`src/rtl/sim_run_ctrl.sv`:
```
// rtl/sim_run_ctrl.sv - difftest run sequencer: DUT reset hold, checker init handshake, stepping, log window, perf pulses, finish code
module sim_run_ctrl #(
    parameter int unsigned RESET_CYCLES = 50,
    parameter int unsigned INIT_TIMEOUT = 1000
) (
    input  logic        clock,
    input  logic        reset,
    input  logic [63:0] cfg_max_cycles,
    input  logic [63:0] cfg_log_begin,
    input  logic [63:0] cfg_log_end,
    input  logic [31:0] cfg_perf_interval,
    output logic        dut_reset,
    output logic        init_req,
    input  logic        init_ack,
    output logic        step_en,
    input  logic        stop_req,
    output logic        log_enable,
    output logic        perf_dump,
    output logic        perf_clean,
    output logic [63:0] cycle_cnt,
    output logic        finish,
    output logic [1:0]  finish_code
);

    typedef enum logic [2:0] {HOLD, INIT, RUN, FLUSH, DONE} state_t;

    localparam logic [31:0] HOLD_LAST = 32'(RESET_CYCLES - 1);
    localparam logic [31:0] WAIT_LAST = 32'(INIT_TIMEOUT - 1);

    state_t      state;
    logic [31:0] hold_cnt;
    logic [31:0] wait_cnt;
    logic [31:0] perf_cnt;
    logic [63:0] max_q;
    logic [63:0] begin_q;
    logic [63:0] end_q;
    logic [31:0] interval_q;

    // Config seen by the next-cycle logic: live inputs on the edge that
    // latches them (INIT -> RUN), latched copies afterwards.
    logic [63:0] eff_begin;
    logic [63:0] eff_end;
    logic [31:0] eff_int;
    logic [31:0] perf_last;
    logic [31:0] perf_inc;
    logic [63:0] cnt_inc;
    logic        max_hit;
    logic        log_first;
    logic        log_run;
    logic        dump_first;
    logic        dump_run;

    // Next-cycle values for the registered outputs of the RUN state.
    always_comb begin
        eff_begin  = (state == INIT) ? cfg_log_begin     : begin_q;
        eff_end    = (state == INIT) ? cfg_log_end       : end_q;
        eff_int    = (state == INIT) ? cfg_perf_interval : interval_q;
        perf_last  = eff_int - 32'd1;
        perf_inc   = (perf_cnt == perf_last) ? 32'd0 : perf_cnt + 32'd1;
        cnt_inc    = (&cycle_cnt) ? cycle_cnt : cycle_cnt + 64'd1;
        max_hit    = (max_q != 64'd0) && (cycle_cnt == max_q - 64'd1);
        log_first  = (eff_end != 64'd0) && (eff_begin == 64'd0);
        log_run    = (eff_end != 64'd0) && (eff_begin <= cnt_inc) && (cnt_inc < eff_end);
        dump_first = (eff_int == 32'd1);
        dump_run   = (eff_int != 32'd0) && (perf_inc == perf_last);
    end

    // Run sequencer: state, counters, latched config and registered outputs.
    always_ff @(posedge clock) begin
        if (!reset) begin
            state       <= HOLD;
            hold_cnt    <= 32'd0;
            wait_cnt    <= 32'd0;
            perf_cnt    <= 32'd0;
            max_q       <= 64'd0;
            begin_q     <= 64'd0;
            end_q       <= 64'd0;
            interval_q  <= 32'd0;
            dut_reset   <= 1'b1;
            init_req    <= 1'b0;
            step_en     <= 1'b0;
            log_enable  <= 1'b0;
            perf_dump   <= 1'b0;
            perf_clean  <= 1'b0;
            cycle_cnt   <= 64'd0;
            finish      <= 1'b0;
            finish_code <= 2'd0;
        end else begin
            case (state)
                HOLD: begin
                    if (hold_cnt == HOLD_LAST) begin
                        state     <= INIT;
                        dut_reset <= 1'b0;
                        init_req  <= 1'b1;
                    end else begin
                        hold_cnt <= hold_cnt + 32'd1;
                    end
                end
                INIT: begin
                    if (init_ack) begin
                        state      <= RUN;
                        init_req   <= 1'b0;
                        step_en    <= 1'b1;
                        max_q      <= cfg_max_cycles;
                        begin_q    <= cfg_log_begin;
                        end_q      <= cfg_log_end;
                        interval_q <= cfg_perf_interval;
                        perf_cnt   <= 32'd0;
                        log_enable <= log_first;
                        perf_dump  <= dump_first;
                    end else if (wait_cnt == WAIT_LAST) begin
                        state       <= DONE;
                        init_req    <= 1'b0;
                        finish      <= 1'b1;
                        finish_code <= 2'd3;
                    end else begin
                        wait_cnt <= wait_cnt + 32'd1;
                    end
                end
                RUN: begin
                    cycle_cnt <= cnt_inc;
                    if (stop_req || max_hit) begin
                        state       <= FLUSH;
                        step_en     <= 1'b0;
                        log_enable  <= 1'b0;
                        perf_dump   <= 1'b1;
                        perf_clean  <= 1'b0;
                        finish_code <= stop_req ? 2'd1 : 2'd2;
                    end else begin
                        perf_cnt   <= perf_inc;
                        log_enable <= log_run;
                        perf_dump  <= dump_run;
                        perf_clean <= perf_dump;
                    end
                end
                FLUSH: begin
                    state     <= DONE;
                    perf_dump <= 1'b0;
                    finish    <= 1'b1;
                end
                DONE: begin
                    state <= DONE;
                end
                default: begin
                    state <= HOLD;
                end
            endcase
        end
    end

endmodule

```
`config.mk`:
```
export PLATFORM = sky130hd
export DESIGN_NAME = sim_run_ctrl
export DESIGN_NICKNAME = d
export VERILOG_FILES = /design/src/rtl/sim_run_ctrl.sv
export SDC_FILE = /design/constraint.sdc
export NUM_CORES = 1
export LEC_CHECK = 0
export BUFFER_PORTS_ARGS = -buffer_cell sky130_fd_sc_hd__clkbuf_2
export CORE_ASPECT_RATIO = 0.8
export CORE_MARGIN = 8
export CORE_UTILIZATION = 60
export CTS_CLUSTER_DIAMETER = 50
export CTS_CLUSTER_SIZE = 20
export DETAILED_ROUTE_END_ITERATION = 12
export PLACE_DENSITY = 0.93
export SLEW_MARGIN = 10
export SYNTH_ARGS = -nofsm -noshare
export SYNTH_HDL_FRONTEND = slang
export SYNTH_SLANG_ARGS = --single-unit
```
`constraint.sdc`:
```
create_clock -name clock -period 10.86 [get_ports clock]
set_clock_uncertainty 0.1 [all_clocks]
set_input_delay 1.629 -clock clock [delete_from_list [all_inputs] [get_ports clock]]
set_output_delay 1.629 -clock clock [all_outputs]
set_load 0.005 [all_outputs]
```
==> flow_metrics.env <==
export IMPL_crit_type="flop to flop"
export IMPL_fmax_mhz=155.7
export IMPL_power_leakage_nw=12.79
export IMPL_peakVddDrop_mv=0.1613
export IMPL_crit_fanout=9
export IMPL_placed_cell_area_um2=29320
export IMPL_antenna_found_initial=5
export IMPL_ys_flop_type="dfxtp_1"
export IMPL_clockBufferDepth=3
export IMPL_min_to="end_q[13]"
export IMPL_rr_endpoint="log_enable"
export IMPL_postCtsHoldBufs=0
export IMPL_mostFrequentLayoutCells="809 x nand2_1, 396 x dfxtp_1, 299 x clkbuf_2, 240 x a21boi_0, 229 x xnor2_1"
export IMPL_synth_edff_count=0
export IMPL_crit_required_ns=11.29
export IMPL_fp_row_count=70
export IMPL_rsz0062_at_grt="false"
export IMPL_hold_class="flop to flop"
export IMPL_drc=0
export IMPL_maxCapViolCount=0
export IMPL_die_h_um=208.4
export IMPL_layout_drive_gt1_share_pct=11.14
export IMPL_hold_depth=2
export IMPL_port_buffers=300
export IMPL_syn_nets=4014
export IMPL_period_needed_ns=6.422
export IMPL_combPwrFrac_pct=3.7
export IMPL_worst_pin_slew_ns=1.141
export IMPL_worstRegToRegCells=23
export IMPL_setup_tns_ns=0
export IMPL_hold_violations=0
export IMPL_antenna_left=0
export IMPL_grt_ovfl_total=0
export IMPL_async_reset_ff_share_pct=0
export IMPL_status="completed"
export IMPL_power_mw=3.124
export IMPL_die_x_um=256.5
export IMPL_gp_congestion=1.022
export IMPL_clkPwrFrac_pct=49.8
export IMPL_wire_per_inst_um=19.93
export IMPL_routed_wirelength_um=88240
export IMPL_place_hpwl_um=66530
export IMPL_cts_sinks=396
export IMPL_grt_pass1_wl_um=136400
export IMPL_slew_headroom_pct=23.94
export IMPL_grt_pass1_vias=25010
export IMPL_vias_per_cell=6.161
export IMPL_nets=4146
export IMPL_grt_usage_pct=30.89
export IMPL_ioPinCount=301
export IMPL_p_per_area_nw_per_um2=101.5
export IMPL_drt_iter0_markers=2975
export IMPL_dr_total_vias=27280
export IMPL_syn_avg_cell_area_um2=7.605
export IMPL_setup_violations=0
export IMPL_yosysWarnings=0
export IMPL_final_common_cell="nand2_1"
export IMPL_cts_reportedPaths_clkPinSlew_ns=0.07
export IMPL_fin_crit_sh_pct=59.13
export IMPL_area_delta_synth_final_pct=10.85
export IMPL_grt_max_degree=167
export IMPL_crit_arrival_ns=6.85
export IMPL_seqPwrFrac_pct=46.5
export IMPL_die_area_um2=53460
export IMPL_utilization_pct=67.32
export IMPL_cts_max_level=2
export IMPL_cts_setup_buffers=0
export IMPL_reg2reg_from="cycle_cnt[8]"
export IMPL_finalMaxSlewViolations=0
export IMPL_end_kind="flop"
export IMPL_p_int_mw=2.348
export IMPL_r2r_slack_ns=4.44
export IMPL_ys_seq_area_share_pct=28.55
export IMPL_synth_seq_cells=396
export IMPL_switching_share_pct=24.82
export IMPL_stdcell_area_um2=30780
export IMPL_min_from="end_q[13]"
export IMPL_start_util_pct=60.73
export IMPL_cts_tree="yes"
export IMPL_cts_made_buffers=40
export IMPL_drtPass1Iterations=6
export IMPL_synth_area_um2=27760
export IMPL_start_kind="flop"
export IMPL_p_sw_uw=775.2
export IMPL_netlist_cell_type_count=87
export IMPL_coreArea_um2=45720
export IMPL_cts_resized=0
export IMPL_synthCells=3651
export IMPL_root_buffer="clkbuf_16"
export IMPL_clock_latency_ns=0.60
==> cell families (layout without fill, tap and decap cells) <==
family	Yosys count	count (layout)	share of synthesized area, %
xor+xnor	355	355	11.51
flops	396	396	28.55
compound gates	589	589	14.89
fa+ha+maj	135	135	6.084
buf+inv	325	488	4.520
other cells	0	1	0
mux	116	116	4.223
simple gates	1735	1735	30.22
==> power groups by stage <==
| stage | Clock, mW | Combinational (mW) | Sequential [mW] |
|---|---|---|---|
| 2_1_floorplan | 0 | 0.0429 | 1.49 |
| 6_report | 1.56 | 0.114 | 1.45 |
| 5_1_grt | 1.63 | 0.120 | 1.45 |
| 3_3_place_gp | 0 | 0.110 | 1.49 |
| 4_1_cts | 1.57 | 0.111 | 1.45 |
| 3_5_place_dp | 0 | 0.111 | 1.49 |
==> worst max-delay path by stage <==
stage | start | endpoint | slack, ns | cells after the start
after floorplan | state[0] | perf_dump | 3.51 | 25
after global placement | cfg_perf_interval[0] | perf_dump | 4.49 | 16
after detailed placement | cfg_perf_interval[0] | perf_dump | 4.29 | 16
after CTS | cycle_cnt[8] | log_enable | 4.68 | 23
after global routing | cycle_cnt[8] | log_enable | 4.10 | 23
final | cycle_cnt[8] | log_enable | 4.44 | 23
==> routing by layer <==
| metal | GRT usage (%) | wire (um) | up-vias |
|---|---|---|---|
| li1 | - | - | 12940 |
| met1 | 38.50 | 35120 | 12630 |
| met2 | 49.77 | 39600 | 1373 |
| met3 | 7.269 | 8558 | 323 |
| met4 | 15.39 | 4903 | 8 |
| met5 | 0 | 54 | - |
==> registers in the layout (all words and copies together) (netlist names) <==
signal / flops
finish: 1
step_en: 1
interval_q: 32
state: 3
wait_cnt: 32
finish_code: 2
log_enable: 1
end_q: 64
max_q: 64
hold_cnt: 32
cycle_cnt: 64
dut_reset: 1
begin_q: 64
perf_cnt: 32
perf_dump: 1
perf_clean: 1
init_req: 1
==> worst max-delay path, cell delays in order, from the launching register on <==
cell and delay, ns:
dfxtp_1 0.58, nand2_1 0.16, nor2_1 0.32, nand3_1 0.12
a31oi_1 0.55, nor4bb_1 0.82, and4_1 0.47, nand2_1 0.15
nor2_1 0.30, nand3_1 0.14, xor2_1 0.33, ha_1 0.31
a21oi_1 0.17, nor2b_1 0.06, o21ai_0 0.15, nand2b_1 0.08
a21oi_1 0.13, o21ai_0 0.10, a21oi_1 0.19, nand2_1 0.11
a2111oi_0 0.36, a31oi_1 0.15, nor4b_1 0.31, o21a_1 0.15
==> synthesized netlist by cell type, drive strengths merged (98+ instances only) <==
| cell | n | area share (%) |
|---|---|---|
| xor2 | 120 | 3.8 |
| nand3 | 107 | 1.9 |
| dfxtp | 396 | 29 |
| nor2 | 162 | 2.2 |
| mux2i | 107 | 3.9 |
| and2 | 126 | 2.8 |
| clkbuf | 187 | 2.5 |
| xnor2 | 229 | 7.2 |
| a21boi | 249 | 6.7 |
| nand2 | 810 | 11 |
| nand4 | 98 | 2.2 |
| ha | 135 | 6.1 |
==> layout make-up <==
cell class	count	area [um^2]
Multi-Input combinational cell	2930	18600
Tap cell	612	765.7
Antenna cell	1	2.502
Inverter	97	364.1
Sequential cell	396	7928
Timing Repair Buffer	318	1658
Fill cell	3812	14940
Clock inverter	31	436.7
Clock buffer	42	1018
==> per-stage QoR <==
step	hold WS, ns	setup slack [ns]	instances
final	0.3658	4.438	4427
after global routing	0.3813	4.097	4427
after CTS	0.3679	4.684	4426
after detailed placement	0.3586	4.290	4353
after global placement	0.3518	4.489	4353
after floorplan	0.3428	3.509	3651
Note: power is estimated with default switching activity, not from simulation.
